<file path="config.mk">
export PLATFORM = sky130hd
export DESIGN_NAME = reg_file_rename_flat
export DESIGN_NICKNAME = d
export VERILOG_FILES = /design/src/rtl/reg_file_rename_if.sv /design/src/rtl/reg_file_rename.sv /design/src/flat_wrapper.sv
export SDC_FILE = /design/constraint.sdc
export NUM_CORES = 2
export LEC_CHECK = 0
export CELL_PAD_IN_SITES_DETAIL_PLACEMENT = 1
export CELL_PAD_IN_SITES_GLOBAL_PLACEMENT = 1
export CORE_ASPECT_RATIO = 1.75
export CORE_UTILIZATION = 35
export DETAILED_ROUTE_END_ITERATION = 12
export GPL_ROUTABILITY_DRIVEN = 0
export GPL_TIMING_DRIVEN = 0
export PLACE_DENSITY = 0.56
export SYNTH_ARGS = -nofsm -noshare
export SYNTH_HDL_FRONTEND = slang
export SYNTH_SLANG_ARGS = --single-unit
</file>
<file path="constraint.sdc">
create_clock -name clk -period 6.1 [get_ports clk]
set_input_delay 0.61 -clock clk [delete_from_list [all_inputs] [get_ports clk]]
set_output_delay 0.61 -clock clk [all_outputs]
set_load 0.03 [all_outputs]
</file>
<file path="src/rtl/reg_file_rename_if.sv">
// Decoder/ROB-facing bundle of the rename register file.
//   master : drives rename, source indices and commit/roll back (decoder + ROB side)
//   slave  : the register file; returns source operand state
interface reg_file_rename_if #(
  parameter int unsigned REG_IDX_WIDTH = 5,
  parameter int unsigned DATA_WIDTH    = 32,
  parameter int unsigned ROB_ID_WIDTH  = 4
);
  // decoder rename / read
  logic                     ID_rename_valid;
  logic [REG_IDX_WIDTH-1:0] ID_rd;
  logic [ROB_ID_WIDTH-1:0]  ID_ROB_id;
  logic [REG_IDX_WIDTH-1:0] ID_rs1;
  logic [REG_IDX_WIDTH-1:0] ID_rs2;
  logic                     ID_rs1_busy;
  logic [ROB_ID_WIDTH-1:0]  ID_rs1_ROB_id;
  logic [DATA_WIDTH-1:0]    ID_rs1_value;
  logic                     ID_rs2_busy;
  logic [ROB_ID_WIDTH-1:0]  ID_rs2_ROB_id;
  logic [DATA_WIDTH-1:0]    ID_rs2_value;
  // ROB commit / flush
  logic                     ROB_commit_valid;
  logic [REG_IDX_WIDTH-1:0] ROB_commit_rd;
  logic [ROB_ID_WIDTH-1:0]  ROB_commit_ROB_id;
  logic [DATA_WIDTH-1:0]    ROB_commit_value;
  logic                     ROB_roll_back_flag;

  modport master (
    output ID_rename_valid, ID_rd, ID_ROB_id, ID_rs1, ID_rs2,
    output ROB_commit_valid, ROB_commit_rd, ROB_commit_ROB_id, ROB_commit_value,
    output ROB_roll_back_flag,
    input  ID_rs1_busy, ID_rs1_ROB_id, ID_rs1_value,
    input  ID_rs2_busy, ID_rs2_ROB_id, ID_rs2_value
  );

  modport slave (
    input  ID_rename_valid, ID_rd, ID_ROB_id, ID_rs1, ID_rs2,
    input  ROB_commit_valid, ROB_commit_rd, ROB_commit_ROB_id, ROB_commit_value,
    input  ROB_roll_back_flag,
    output ID_rs1_busy, ID_rs1_ROB_id, ID_rs1_value,
    output ID_rs2_busy, ID_rs2_ROB_id, ID_rs2_value
  );
endinterface

</file>
<file path="src/rtl/reg_file_rename.sv">
// Architectural register file with per-register rename tags.
// Ports:
//   clk  - clock, all updates on rising edge
//   rst  - synchronous active-low reset
//   rdy  - global ready; state holds while low
//   bus  - slave side of reg_file_rename_if (decoder rename/read, ROB commit/roll back)
// Reads are combinational, with a same-cycle bypass from a matching commit.
module reg_file_rename #(
  parameter int unsigned REG_NUM      = 32,
  parameter int unsigned DATA_WIDTH   = 32,
  parameter int unsigned ROB_ID_WIDTH = 4
) (
  input  logic                  clk,
  input  logic                  rst,
  input  logic                  rdy,
  reg_file_rename_if.slave      bus
);

  logic [DATA_WIDTH-1:0]   value_q [REG_NUM];
  logic                    busy_q  [REG_NUM];
  logic [ROB_ID_WIDTH-1:0] tag_q   [REG_NUM];

  logic do_commit;
  logic do_rename;

  assign do_commit = bus.ROB_commit_valid && (bus.ROB_commit_rd != '0);
  assign do_rename = bus.ID_rename_valid && (bus.ID_rd != '0) && !bus.ROB_roll_back_flag;

  always_ff @(posedge clk) begin
    if (!rst) begin
      for (int unsigned i = 0; i < REG_NUM; i++) begin
        value_q[i] <= '0;
        busy_q[i]  <= 1'b0;
        tag_q[i]   <= '0;
      end
    end else if (rdy) begin
      if (do_commit) begin
        value_q[bus.ROB_commit_rd] <= bus.ROB_commit_value;
        if (tag_q[bus.ROB_commit_rd] == bus.ROB_commit_ROB_id)
          busy_q[bus.ROB_commit_rd] <= 1'b0;
      end
      if (bus.ROB_roll_back_flag) begin
        for (int unsigned i = 0; i < REG_NUM; i++)
          busy_q[i] <= 1'b0;
      end
      // Issued last so a same-cycle rename of the committing rd keeps it busy.
      if (do_rename) begin
        busy_q[bus.ID_rd] <= 1'b1;
        tag_q[bus.ID_rd]  <= bus.ID_ROB_id;
      end
    end
  end

  always_comb begin
    bus.ID_rs1_busy   = 1'b0;
    bus.ID_rs1_ROB_id = '0;
    bus.ID_rs1_value  = '0;
    if (bus.ID_rs1 != '0) begin
      bus.ID_rs1_busy   = busy_q[bus.ID_rs1];
      bus.ID_rs1_ROB_id = tag_q[bus.ID_rs1];
      bus.ID_rs1_value  = value_q[bus.ID_rs1];
      if (bus.ROB_commit_valid && bus.ROB_commit_rd == bus.ID_rs1 && busy_q[bus.ID_rs1]
          && tag_q[bus.ID_rs1] == bus.ROB_commit_ROB_id) begin
        bus.ID_rs1_busy  = 1'b0;
        bus.ID_rs1_value = bus.ROB_commit_value;
      end
    end
  end

  always_comb begin
    bus.ID_rs2_busy   = 1'b0;
    bus.ID_rs2_ROB_id = '0;
    bus.ID_rs2_value  = '0;
    if (bus.ID_rs2 != '0) begin
      bus.ID_rs2_busy   = busy_q[bus.ID_rs2];
      bus.ID_rs2_ROB_id = tag_q[bus.ID_rs2];
      bus.ID_rs2_value  = value_q[bus.ID_rs2];
      if (bus.ROB_commit_valid && bus.ROB_commit_rd == bus.ID_rs2 && busy_q[bus.ID_rs2]
          && tag_q[bus.ID_rs2] == bus.ROB_commit_ROB_id) begin
        bus.ID_rs2_busy  = 1'b0;
        bus.ID_rs2_value = bus.ROB_commit_value;
      end
    end
  end

endmodule

</file>
<file path="src/flat_wrapper.sv">
// flat-port wrapper written by rule: the top's interface ports become plain ports
module reg_file_rename_flat 
#(
  parameter int unsigned REG_NUM      = 32,
  parameter int unsigned DATA_WIDTH   = 32,
  parameter int unsigned ROB_ID_WIDTH = 4
)
  (clk, rst, rdy, bus_ID_rename_valid, bus_ID_rd, bus_ID_ROB_id, bus_ID_rs1, bus_ID_rs2, bus_ROB_commit_valid, bus_ROB_commit_rd, bus_ROB_commit_ROB_id, bus_ROB_commit_value, bus_ROB_roll_back_flag, bus_ID_rs1_busy, bus_ID_rs1_ROB_id, bus_ID_rs1_value, bus_ID_rs2_busy, bus_ID_rs2_ROB_id, bus_ID_rs2_value);
  reg_file_rename_if #(.REG_IDX_WIDTH(5), .DATA_WIDTH(DATA_WIDTH), .ROB_ID_WIDTH(ROB_ID_WIDTH)) bus_i ();
  input  logic clk;
  input  logic rst;
  input  logic rdy;
  input wire logic [$bits(bus_i.ID_rename_valid)-1:0] bus_ID_rename_valid;
  input wire logic [$bits(bus_i.ID_rd)-1:0] bus_ID_rd;
  input wire logic [$bits(bus_i.ID_ROB_id)-1:0] bus_ID_ROB_id;
  input wire logic [$bits(bus_i.ID_rs1)-1:0] bus_ID_rs1;
  input wire logic [$bits(bus_i.ID_rs2)-1:0] bus_ID_rs2;
  input wire logic [$bits(bus_i.ROB_commit_valid)-1:0] bus_ROB_commit_valid;
  input wire logic [$bits(bus_i.ROB_commit_rd)-1:0] bus_ROB_commit_rd;
  input wire logic [$bits(bus_i.ROB_commit_ROB_id)-1:0] bus_ROB_commit_ROB_id;
  input wire logic [$bits(bus_i.ROB_commit_value)-1:0] bus_ROB_commit_value;
  input wire logic [$bits(bus_i.ROB_roll_back_flag)-1:0] bus_ROB_roll_back_flag;
  output wire logic [$bits(bus_i.ID_rs1_busy)-1:0] bus_ID_rs1_busy;
  output wire logic [$bits(bus_i.ID_rs1_ROB_id)-1:0] bus_ID_rs1_ROB_id;
  output wire logic [$bits(bus_i.ID_rs1_value)-1:0] bus_ID_rs1_value;
  output wire logic [$bits(bus_i.ID_rs2_busy)-1:0] bus_ID_rs2_busy;
  output wire logic [$bits(bus_i.ID_rs2_ROB_id)-1:0] bus_ID_rs2_ROB_id;
  output wire logic [$bits(bus_i.ID_rs2_value)-1:0] bus_ID_rs2_value;
  assign bus_i.ID_rename_valid = bus_ID_rename_valid;
  assign bus_i.ID_rd = bus_ID_rd;
  assign bus_i.ID_ROB_id = bus_ID_ROB_id;
  assign bus_i.ID_rs1 = bus_ID_rs1;
  assign bus_i.ID_rs2 = bus_ID_rs2;
  assign bus_i.ROB_commit_valid = bus_ROB_commit_valid;
  assign bus_i.ROB_commit_rd = bus_ROB_commit_rd;
  assign bus_i.ROB_commit_ROB_id = bus_ROB_commit_ROB_id;
  assign bus_i.ROB_commit_value = bus_ROB_commit_value;
  assign bus_i.ROB_roll_back_flag = bus_ROB_roll_back_flag;
  assign bus_ID_rs1_busy = bus_i.ID_rs1_busy;
  assign bus_ID_rs1_ROB_id = bus_i.ID_rs1_ROB_id;
  assign bus_ID_rs1_value = bus_i.ID_rs1_value;
  assign bus_ID_rs2_busy = bus_i.ID_rs2_busy;
  assign bus_ID_rs2_ROB_id = bus_i.ID_rs2_ROB_id;
  assign bus_ID_rs2_value = bus_i.ID_rs2_value;
  reg_file_rename #(.REG_NUM(REG_NUM), .DATA_WIDTH(DATA_WIDTH), .ROB_ID_WIDTH(ROB_ID_WIDTH)) u_core (.clk(clk), .rst(rst), .rdy(rdy), .bus(bus_i));
endmodule
</file>
# Word-level counts from Yosys, hierarchy flattened
# Memory sizes are Yosys's and may differ from the RTL's.
# Cells that the tools add are included.
# op_classes
n_addsub	0
multipliers	0
div_mod_pow	0
n_lt_le_gt_ge	0
n_eq_ne	36
n_shift	0
n_mux	72
bitwise_logic	125
n_reduce_logical	18
# ops
operator	n
two-way mux 32 bit	5
== test 5 bit, second input constant	31
AND 1 bit	62
two-way mux 1 bit	60
OR 1 bit	32
OR reduction 32 bit	1
inverter 1 bit	31
two-way mux 5 bit	4
nonzero test 5 bit	4
== test 4 bit	3
two-way mux 4 bit	3
== test 5 bit	2
logical AND 1 bit	9
OR reduction 4 bit	1
OR reduction 1 bit	2
zero test 1 bit	1
# totals
regBits	0
latchBits	0
mem_bits_rw	1184
romBits	0
out_inout_bits	74
mem_count	3
# memory_table
name	words	word_bits	rd	rd_ports_with_merged_regs	wr	line	text
u_core.value_q	32	32	2	0	32	reg_file_rename.sv:19	logic [DATA_WIDTH-1:0] value_q [REG_NUM];
u_core.tag_q	32	4	3	0	32	reg_file_rename.sv:21	logic [ROB_ID_WIDTH-1:0] tag_q [REG_NUM];
u_core.busy_q	32	1	2	0	32	reg_file_rename.sv:20	logic busy_q [REG_NUM];

# Depth between registers and ports, before layout
# An unclocked memory read counts as a cell.
# logic_depth
ltp_word	40
depth_mapped	14

# Least setup slack after synthesis
# No wires, ideal clock.
# synth_timing
kind	in2reg
from	in bus_ROB_commit_rd[1]
to	mem u_core.value_q[3][0], enable pin
arrival_time_ps	4088
setup_slack_ps	1546
stages	7
n_path_buf	5
path_cell_list	buf_2 -> buf_4 -> buf_2 -> buf_1 -> nand3_1 -> clkbuf_1 -> o21ai_0
# synth_rtl
element	line	text
from (decl)	flat_wrapper.sv:19	input wire logic [$bits(bus_i.ROB_commit_rd)-1:0] bus_ROB_commit_rd;
to (decl)	reg_file_rename.sv:19	

# Worst setup path in the final report
# layout_timing
from	in bus_ID_rs2[1]
to	out bus_ID_rs2_value[1]
# layout_between
elab_chain_len	6
# layout_lines
element	line	text
from (decl)	flat_wrapper.sv:17	input wire logic [$bits(bus_i.ID_rs2)-1:0] bus_ID_rs2;
parallel branches: the longest is 5 deep, another holds memory (32 x 4 bit)	n/a	
two-way mux 32 bit *	reg_file_rename.sv:74	if (bus.ID_rs2 != '0) begin
to (decl)	flat_wrapper.sv:28	output wire logic [$bits(bus_i.ID_rs2_value)-1:0] bus_ID_rs2_value;
# Every way passes the cells marked *.

==> results.py <==
metrics = {
    "run_status": {
        "status": "finished, violations left",
        "violations": "DRC, capacitance limit, slew limit, setup timing",
    },
    "power": {
        "p_sw_frac": 0.272,
        "p_sw_w": 0.00560,
        "clockPowerShare": 0.376,
        "leakagePower_nw": 25.5,
        "vdd_drop_max_uv": 251,
        "p_int_w": 0.0150,
        "pwr-share-seq": 0.466,
        "pwr_density_cell_nw_per_um2": 272,
        "p_comb_frac": 0.158,
    },
    "clock_network": {
        "cts_root_buf": "clkbuf_16",
        "cts-htree-levels": 3,
        "clk_pin_slew_ns": 0.08,
        "clk_latency_ns": 0.76,
        "cts_tree": "done",
        "clock-sinks": 1184,
        "clockBufferDepth": 3,
        "cts_buffers": 118,
        "cts_hold_buf": 0,
    },
    "timing": {
        "min_period_ns": 6.14,
        "maxSlewViolCount": 22,
        "fmax_ghz": 0.163,
        "fin_ws_ns": -0.0393,
        "maxSlewHeadroom": -0.0350,
        "setup_viol": 2,
        "tightest_slew_ns": 1.55,
        "rsz0062_at_grt": "no",
        "finalCritPeriodShare": 1.01,
        "finClkSkew_ns": 0.0169,
        "hold_viol": 0,
    },
    "floorplan": {
        "dieArea_sq_um": 188000,
        "chipWidth_um": 328,
        "pin_count": 140,
        "core_sq_um": 185000,
        "num_rows": 209,
        "die_height_um": 573,
        "start_util": 0.352,
    },
    "route": {
        "antenna_left": 0,
        "vias_per_cell": 6.08,
        "wl_per_cell_um": 40.8,
        "num_vias": 43000,
        "drt_iter0_markers": 4823,
        "wl_um": 289000,
        "drtPass1Iterations": 12,
        "drc": 60,
    },
    "placement": {
        "port_buffers": 130,
        "hpwl_um": 221000,
        "dp.cells": 6846,
        "dp_worst_setup_slack_ns": -1.08,
    },
    "grt": {
        "grt_pass1_vias": 46100,
        "antenna_found_initial": 10,
        "grt_max_degree": 23,
        "grt_pass1_wl_um": 389000,
        "grt_overflow": 0,
        "track_usage": 0.308,
    },
    "setup_path": {
        "crit_type": "primary input to output port",
        "cp_top_family": "buffers and inverters",
        "reg2reg_from": "u_core.tag_q[26][0]",
        "arrival_ns": 5.53,
        "critPathLaunchType": "primary input",
        "crit_start": "bus_ID_rs2[1]",
        "cp.buffers_inverters": 8,
        "cp_cell_sequence": "buf_6 > buf_12 > buf_12 > buf_2 > buf_2 > clkbuf_1 > clkbuf_2 > mux4_2 > mux4_2 > mux2i_1 > o21ai_0 > o211a_1 > clkdlybuf4s50_1",
        "slowest_delay_ns": 0.60,
        "slowest_stage": "clkdlybuf4s50_1",
        "required_ns": 5.49,
        "cp_max_fo": 10,
        "end_kind": "output port",
    },
    "layout": {
        "final_cell_mix": "edfxtp_1 (1152), and2_1 (1112), mux4_2 (715), clkbuf_1 (311), mux2i_1 (154)",
        "n_fill_cell": 18500,
        "final_common_cell": "edfxtp_1",
        "stdcell_count": 7075,
        "final_util": 0.409,
        "syn_to_final_growth_pct": 16.1,
        "drive_gt1_frac": 0.251,
        "nNetsFinal": 4606,
    },
    "logic_synthesis": {
        "synthFlopType": "edfxtp_1",
        "synthArstFlopShare": 0,
        "ys_seq_area_frac": 0.541,
        "synth_edf_count": 1152,
        "synth_cell_types": 49,
        "synth_top_area_frac": 0.531,
        "yosys_warnings": 0,
        "synth_area_leaders": "edfxtp_1 (53%), mux4_2 (25%), and2_1 (11%)",
        "ys_ff_latch": 1184,
        "syn_area_sq_um": 65200,
        "syn_inst": 4193,
        "syn_avg_cell_area_sq_um": 15.5,
        "synth_top_area_cell": "edfxtp_1",
    },
    "hold_path": {
        "worstHoldStart": "u_core.busy_q[4]",
        "min_path_type": "flop to flop",
    },
    "job": {
        "max_cap_viol_count": 2,
    },
}
[path summary, 6_finish.rpt]
path         cells after the start  slack (ns)                   to
max                             13       -0.04  bus_ID_rs2_value[1]
min                              2        0.52     u_core.busy_q[4]
max reg2reg                      9        2.75    u_core.busy_q[12]
min reg2reg                      2        0.52     u_core.busy_q[4]
[timing repair]
| action | 4_1_cts | 5_1_grt |
|---|---|---|
| resized for setup | 106 | 44 |
| endpoints found under the setup margin | 69 | 58 |
| setup buffers | 0 | 2 |
| pin swaps | 0 | 1 |
| hold endpoints to repair | 0 | 0 |
[sequential cells by signal, indices dropped and copies added, names as in the netlist]
name            flops
u_core.busy_q      32
u_core.tag_q      128
u_core.value_q   1024
[cell usage after synthesis, types with 8 or more instances]
master    instances
a211oi_1         33
a21oi_1          69
a22oi_1          32
and2_1         1112
and3_1           15
buf_1            51
buf_2            53
clkbuf_1        338
dfxtp_1          32
edfxtp_1       1152
mux2i_1         154
mux4_2          715
nand2_1          18
nand3_1           8
nand3b_1          8
nor2_1          107
nor3_1           29
nor4_1           12
o211a_1          32
o21ai_0          96
o22ai_1          14
or2_2             8
xor2_1           17
[per-layer routing]
layer	GRT usage	wire, um	vias up	part of all wire
met1	0.329	96800	23200	0.34
met2	0.559	153000	2027	0.53
met5	0	25	-	0.000087
li1	-	-	17000	-
met4	0.198	22000	4	0.076
met3	0.0461	16600	762	0.057
[cell families (layout without fill, tap and decap cells)]
| family | count (synthesis) | count (layout) | share of synthesized area |
|---|---|---|---|
| buffers and inverters | 464 | 880 | 0.0293 |
| multiplexers | 882 | 882 | 0.274 |
| XOR/XNOR | 21 | 21 | 0.00282 |
| AND/OR/NAND/NOR | 1353 | 1353 | 0.125 |
| flip-flops | 1184 | 1184 | 0.541 |
| other | 1 | 41 | 0.0000575 |
| AO/OA/AOI/OAI | 288 | 288 | 0.0281 |
[tightest hold or removal path: stages, from the launching register on]
cell and delay, ns:
dfxtp_1 0.34, nand2_1 0.06, o21ai_0 0.07
[layout make-up]
cell class	instances	area, sq um	area share
Antenna cell	5	12.5	0.000165
Buffer	455	2110	0.0279
Clock buffer	140	3120	0.0412
Clock inverter	84	813	0.0107
Inverter	7	28.8	0.000380
Multi-Input combinational cell	2580	28600	0.378
Sequential cell	1184	35200	0.466
Tap cell	2426	3040	0.0401
Timing Repair Buffer	194	2700	0.0357
[power by group through the flow]
stage / clock network, W / registers, W / logic [W]
4_1_cts: 0.00782 / 0.00957 / 0.00324
3_5_place_dp: 0 / 0.00975 / 0.00322
2_1_floorplan: 0 / 0.00965 / 0.00179
3_3_place_gp: 0 / 0.00979 / 0.00307
5_1_grt: 0.00805 / 0.00962 / 0.00333
6_report: 0.00773 / 0.00958 / 0.00325
[through the flow]
stage	area, sq um	TNS, ns	hold slack [ns]	power, W
floorplan	65300	0	0.444	0.0114
global placement	69700	-3593.65	0.491	0.0129
detailed placement	71400	-40.96	0.506	0.0130
CTS	75600	0	0.517	0.0206
global route	75700	0	0.547	0.0210
finish	75700	-0.0612	0.524	0.0206
No activity file was read; power rests on OpenSTA's default activity.
